<file path="config.mk">
export PLATFORM = sky130hd
export DESIGN_NAME = instr_fetch_unit
export DESIGN_NICKNAME = d
export VERILOG_FILES = /design/src/rtl/instr_fetch_unit.sv
export SDC_FILE = /design/constraint.sdc
export NUM_CORES = 1
export LEC_CHECK = 0
export CAP_MARGIN = 15
export CORE_ASPECT_RATIO = 1.5
export CORE_MARGIN = 4
export CORE_UTILIZATION = 43
export CTS_BUF_LIST = sky130_fd_sc_hd__clkbuf_2
export DETAILED_ROUTE_END_ITERATION = 7
export GPL_ROUTABILITY_DRIVEN = 0
export GPL_TIMING_DRIVEN = 0
export PLACE_DENSITY = 0.82
export SLEW_MARGIN = 20
export SYNTH_ARGS = -nofsm -noshare
export SYNTH_HDL_FRONTEND = slang
export SYNTH_SLANG_ARGS = --single-unit
</file>
<file path="constraint.sdc">
create_clock -name clk_in -period 2.05 [get_ports clk_in]
set_input_delay 0.41 -clock clk_in [delete_from_list [all_inputs] [get_ports clk_in]]
set_output_delay 0.41 -clock clk_in [all_outputs]
set_load 0.02 [all_outputs]
</file>
<file path="src/rtl/instr_fetch_unit.sv">
// Instruction fetch unit: drives the ROM byte address and hands registered words to decode over valid/ready.
// Optional EBREAK halt is enabled by defining FETCH_EBREAK_HALT_EN.
module instr_fetch_unit #(
  parameter int                    ADDR_WIDTH = 16,
  parameter int                    DATA_WIDTH = 32,
  parameter logic [ADDR_WIDTH-1:0] RESET_PC   = '0
) (
  input  logic                  clk_in,
  input  logic                  rst_n_in,
  output logic [ADDR_WIDTH-1:0] rom_addr_out,
  input  logic [DATA_WIDTH-1:0] rom_data_in,
  output logic [DATA_WIDTH-1:0] instr_out,
  output logic [ADDR_WIDTH-1:0] pc_out,
  output logic                  valid_out,
  input  logic                  ready_in,
  input  logic                  redirect_in,
  input  logic [ADDR_WIDTH-1:0] redirect_pc_in,
  output logic                  fault_out,
  output logic                  halted_out
);

`ifdef FETCH_EBREAK_HALT_EN
  typedef enum logic [1:0] {ST_RUN, ST_FAULT, ST_HALT} state_t;
  localparam logic [DATA_WIDTH-1:0] EBREAK = DATA_WIDTH'(32'h0010_0073);
  logic halted_q;
`else
  typedef enum logic [0:0] {ST_RUN, ST_FAULT} state_t;
`endif

  state_t                state_q;
  logic [ADDR_WIDTH-1:0] pc_q;
  logic [ADDR_WIDTH-1:0] pc_out_q;
  logic [DATA_WIDTH-1:0] instr_q;
  logic                  valid_q;
  logic                  fault_q;
  logic                  target_aligned;

  assign target_aligned = (redirect_pc_in[1:0] == 2'b00);

  // NOTE: all state lives in one clocked block using non-blocking assignments, and reset is
  // synchronous, so every register (including the instruction word) is cleared on a clock edge.
  always_ff @(posedge clk_in) begin
    if (!rst_n_in) begin
      state_q  <= ST_RUN;
      pc_q     <= RESET_PC;
      pc_out_q <= '0;
      instr_q  <= '0;
      valid_q  <= 1'b0;
      fault_q  <= 1'b0;
`ifdef FETCH_EBREAK_HALT_EN
      halted_q <= 1'b0;
`endif
    end else begin
      case (state_q)
        ST_RUN: begin
          if (redirect_in) begin
            // The held instruction is dropped even if decode is taking it this edge.
            valid_q <= 1'b0;
            if (target_aligned) begin
              pc_q <= redirect_pc_in;
            end else begin
              state_q <= ST_FAULT;
              fault_q <= 1'b1;
            end
          end else if (!valid_q || ready_in) begin
`ifdef FETCH_EBREAK_HALT_EN
            if (valid_q && (instr_q == EBREAK)) begin
              // EBREAK is being consumed; pc_q already points past it.
              valid_q  <= 1'b0;
              halted_q <= 1'b1;
              state_q  <= ST_HALT;
            end else
`endif
            begin
              instr_q  <= rom_data_in;
              pc_out_q <= pc_q;
              valid_q  <= 1'b1;
              pc_q     <= pc_q + ADDR_WIDTH'(4);
            end
          end
          // Stall (valid with no ready): everything holds.
        end
        ST_FAULT: begin
          if (redirect_in && target_aligned) begin
            fault_q <= 1'b0;
            pc_q    <= redirect_pc_in;
            state_q <= ST_RUN;
          end
        end
`ifdef FETCH_EBREAK_HALT_EN
        ST_HALT: begin
          if (redirect_in && target_aligned) begin
            halted_q <= 1'b0;
            pc_q     <= redirect_pc_in;
            state_q  <= ST_RUN;
          end
        end
`endif
        default: state_q <= ST_RUN;
      endcase
    end
  end

  assign rom_addr_out = pc_q;
  assign instr_out    = instr_q;
  assign pc_out       = pc_out_q;
  assign valid_out    = valid_q;
  assign fault_out    = fault_q;
`ifdef FETCH_EBREAK_HALT_EN
  assign halted_out   = halted_q;
`else
  assign halted_out   = 1'b0;
`endif

endmodule

</file>
==> metrics.md <==
| Metric | Value |
|---|---|
| Simple-Gate Fraction of Synth Area | `around a quarter` |
| Vias | `between 2000 and 3000` |
| Vias in the first global route | `2979` |
| Sequential share of the synthesized area | `about half` |
| Hold crit path type | `in2reg` |
| Worst rel slew slack | `a little over three fifths` |
| Clock Tree Buf Depth | `2` |
| Syn nets | `approximately 400` |
| TritonCTS clock tree | `built` |
| Clock Sinks | `67` |
| Slew Limit Fails | `0` |
| MaxCap Viol Count | `0` |
| Synth area leaders | `dfxtp_1 (50%), nand2_1 (15%), a21oi_1 (12%)` |
| Top FF cell, synth | `dfxtp_1` |
| Final #Nets | `between 500 and 600` |
| Grt met3 use | `8.758%` |
| EDFF count, synth | `0` |
| Clock slew at reported path FFs | `roughly 210 ps` |
| Post-Synth Adder-Cell Area | `0.4649%` |
| Post-Synth XOR/XNOR Area | `0%` |
| Worst-path maximum fanout | `10` |
| Kind of critical path | `reg2reg` |
| Via/cell ratio | `~5.3` |
| Synth top area share | `between 40 and 50%` |
| Max Fclk | `518.6 MHz` |
| Die H | `104.9 um` |
| Met2 usage | `39.34%` |
| Yosys top cell by area | `dfxtp_1` |
| Crit end category | `flip-flop` |
| Hold Buf Count CTS | `0` |
| Input/output buffers | `around 120` |
| WL per Instance | `15.14 um` |
| I/O pin count | `119` |
| Detailed Place HPWL | `approximately 6100 um` |
| Worst path required time | `roughly 2500 ps` |
| Post-DRT Antenna Nets | `0` |
| WHS | `410.7 ps` |
| Startpoint Class | `flip-flop` |
| DRC | `0` |
| Initial antenna violation count | `1` |
| Initial Utilization | `between 40% and 50%` |
| H-tree Lvls | `3` |
| Syn Area/Cell | `7.712 sq um` |
| Clock Root Buffer | `clkbuf_2` |
| Row cnt | `35` |
| Most numerous cell in the Yosys netlist | `nand2_1` |
| M1 GR Usage | `23.08%` |
| Async SR Flop Fraction | `0%` |
| CTS buffer count | `9` |
| Drt initial violations | `~250` |
| P&R area growth vs syn | `54.95%` |
| Final wirelength | `between 8000 and 9000 um` |
| Clock skew after layout | `around 36 ps` |
| Tmin final | `between 1500 and 2000 ps` |
| Critical path arrival | `roughly 2400 ps` |
| First-pass GRT wire length | `approximately 14000 um` |
| GR Util All Layers | `between 20% and 30%` |
| Mux cell area share after synthesis | `less than 1%` |
| Largest net degree at the start of global routing | `13` |
| Largest family of logic cells by synthesized area | `simple AND/OR/NAND/NOR gates` |
| Yosys warns | `0` |
| R2r setup slk | `between 100 and 150 ps` |
| Die Width | `slightly above 70 um` |
| Worst-Margin Slew | `roughly 560 ps` |
| Gr busiest metal | `met2` |
| Core Region | `0.006131 sq mm` |
| Gate Count Post-Synth | `349` |
| Tot Pwr | `around 0.0030 W` |
| Skew-Pair Late Insertion Delay | `about 520 ps` |
| Number of synthesized register bits | `between 60 and 70` |
| Compound-Gate Fraction of Synth Area | `about a fifth` |
| Status | `finished, final reports clean` |
| Final critical-path share of the clock period | `between 90% and 100%` |
| Final setup violation count | `0` |
| P_leak | `between 1.5 and 2 nW` |
| VDD IR max | `between 0.7 and 0.8 mV` |
| Die area | `around 0.0076 sq mm` |
| Drt first pass iters | `8` |
| Commonest cells post-synth | `nand2_1 (111), dfxtp_1 (67), a21oi_1 (64)` |
| Synth Cell Area | `approximately 0.0027 sq mm` |
| Share of cells above drive strength 1 | `a little over 7%` |
| Final hold vios | `0` |
| Cell area power density | `roughly 730 mW/mm^2` |
| GRT Residual Overflow | `0` |
| Synth unique cells | `41` |
[sequential cells by signal (all words and copies together), names as in the netlist]
signal        count
state_q           1
fault_out         1
pc_out           16
instr_out        32
valid_out         1
rom_addr_out     16
[cell type report]
class | count | area (sq um)
multi-input cells | 255 | 1240
well taps | 74 | 92.59
diodes | 1 | 2.502
fillers | 542 | 1961
clock buffers | 9 | 45.04
plain buffers | 24 | 101.3
repair buffers | 120 | 1212
flip-flops and latches | 67 | 1350
clock inverters | 7 | 115.1
inverters | 3 | 11.26
[per-layer routing]
layer	wire, um	vias to the layer above
met3	796	30
met2	4366	145
met1	3070	1360
met4	246	0
li1	-	1459
met5	0	-
[worst max-delay path, stage by stage, from the launching register on]
cell and delay (ps):
dfxtp_1 500, or2_1 180, clkbuf_1 370, buf_2 320, nor2_1 70, a211oi_1 270
nor3_1 100
[cells in the final DEF (no fill, tap or decap), types with 2 or more instances in the layout]
master / n
clkinv_1: 2
mux2_2: 2
and3_1: 2
a21oi_1: 64
clkbuf_1: 15
buf_4: 4
clkbuf_2: 11
clkdlybuf4s50_1: 102
bufinv_16: 3
dlygate4sd2_1: 5
nor3_1: 5
and2_1: 3
nand2_1: 111
dfxtp_2: 7
dfxtp_1: 60
dlymetal6s2s_1: 10
inv_1: 2
a32oi_1: 5
buf_2: 4
or4_1: 3
nor4_1: 4
nand4_1: 3
or3_1: 2
a311oi_1: 2
buf_1: 2
nand3_1: 8
o21ai_0: 9
nor2_1: 11
a31oi_1: 3
[metrics by stage]
stage	utilization (%)	setup TNS [ps]	area, sq um	instances	setup slack [ps]
floorplan	-	0	2691	349	125.6
global placement	64.51	-7864	3955	540	-268.5
detailed placement	64.51	-9493	3955	540	-338.0
CTS	67.14	0	4116	556	0.7976
global route	68.02	-15.66	4170	560	-15.66
finish	68.02	0	4170	560	121.8
[power by group]
group          internal (W)  switching, W  total (W)
Combinational      0.000270      0.000306   0.000576
Clock              0.000524      0.000504    0.00103
Sequential          0.00138     0.0000609    0.00144
[kinds of logic (layout without fill, tap and decap cells)]
group	count (synthesis)	count (layout)
AO/OA/AOI/OAI	92	92
adder cells (fa/ha/maj)	1	1
buffers and inverters	27	163
flip-flops	67	67
multiplexers	2	2
other	1	2
AND/OR/NAND/NOR	159	159
[path summary, 6_finish.rpt]
check,start,end,cells after the start
max,state_q,rom_addr_out[6],6
min reg2reg,instr_out[1],instr_out[1],2
max reg2reg,state_q,rom_addr_out[6],6
min,rom_data_in[3],instr_out[3],3
[what timing repair did]
| action | in CTS | in global routing |
|---|---|---|
| setup buffers | 0 | 3 |
| resized for setup | 11 | 13 |
| setup endpoints to repair | 11 | 15 |
| pin swaps | 0 | 1 |
(Power assumes the default switching activity.)
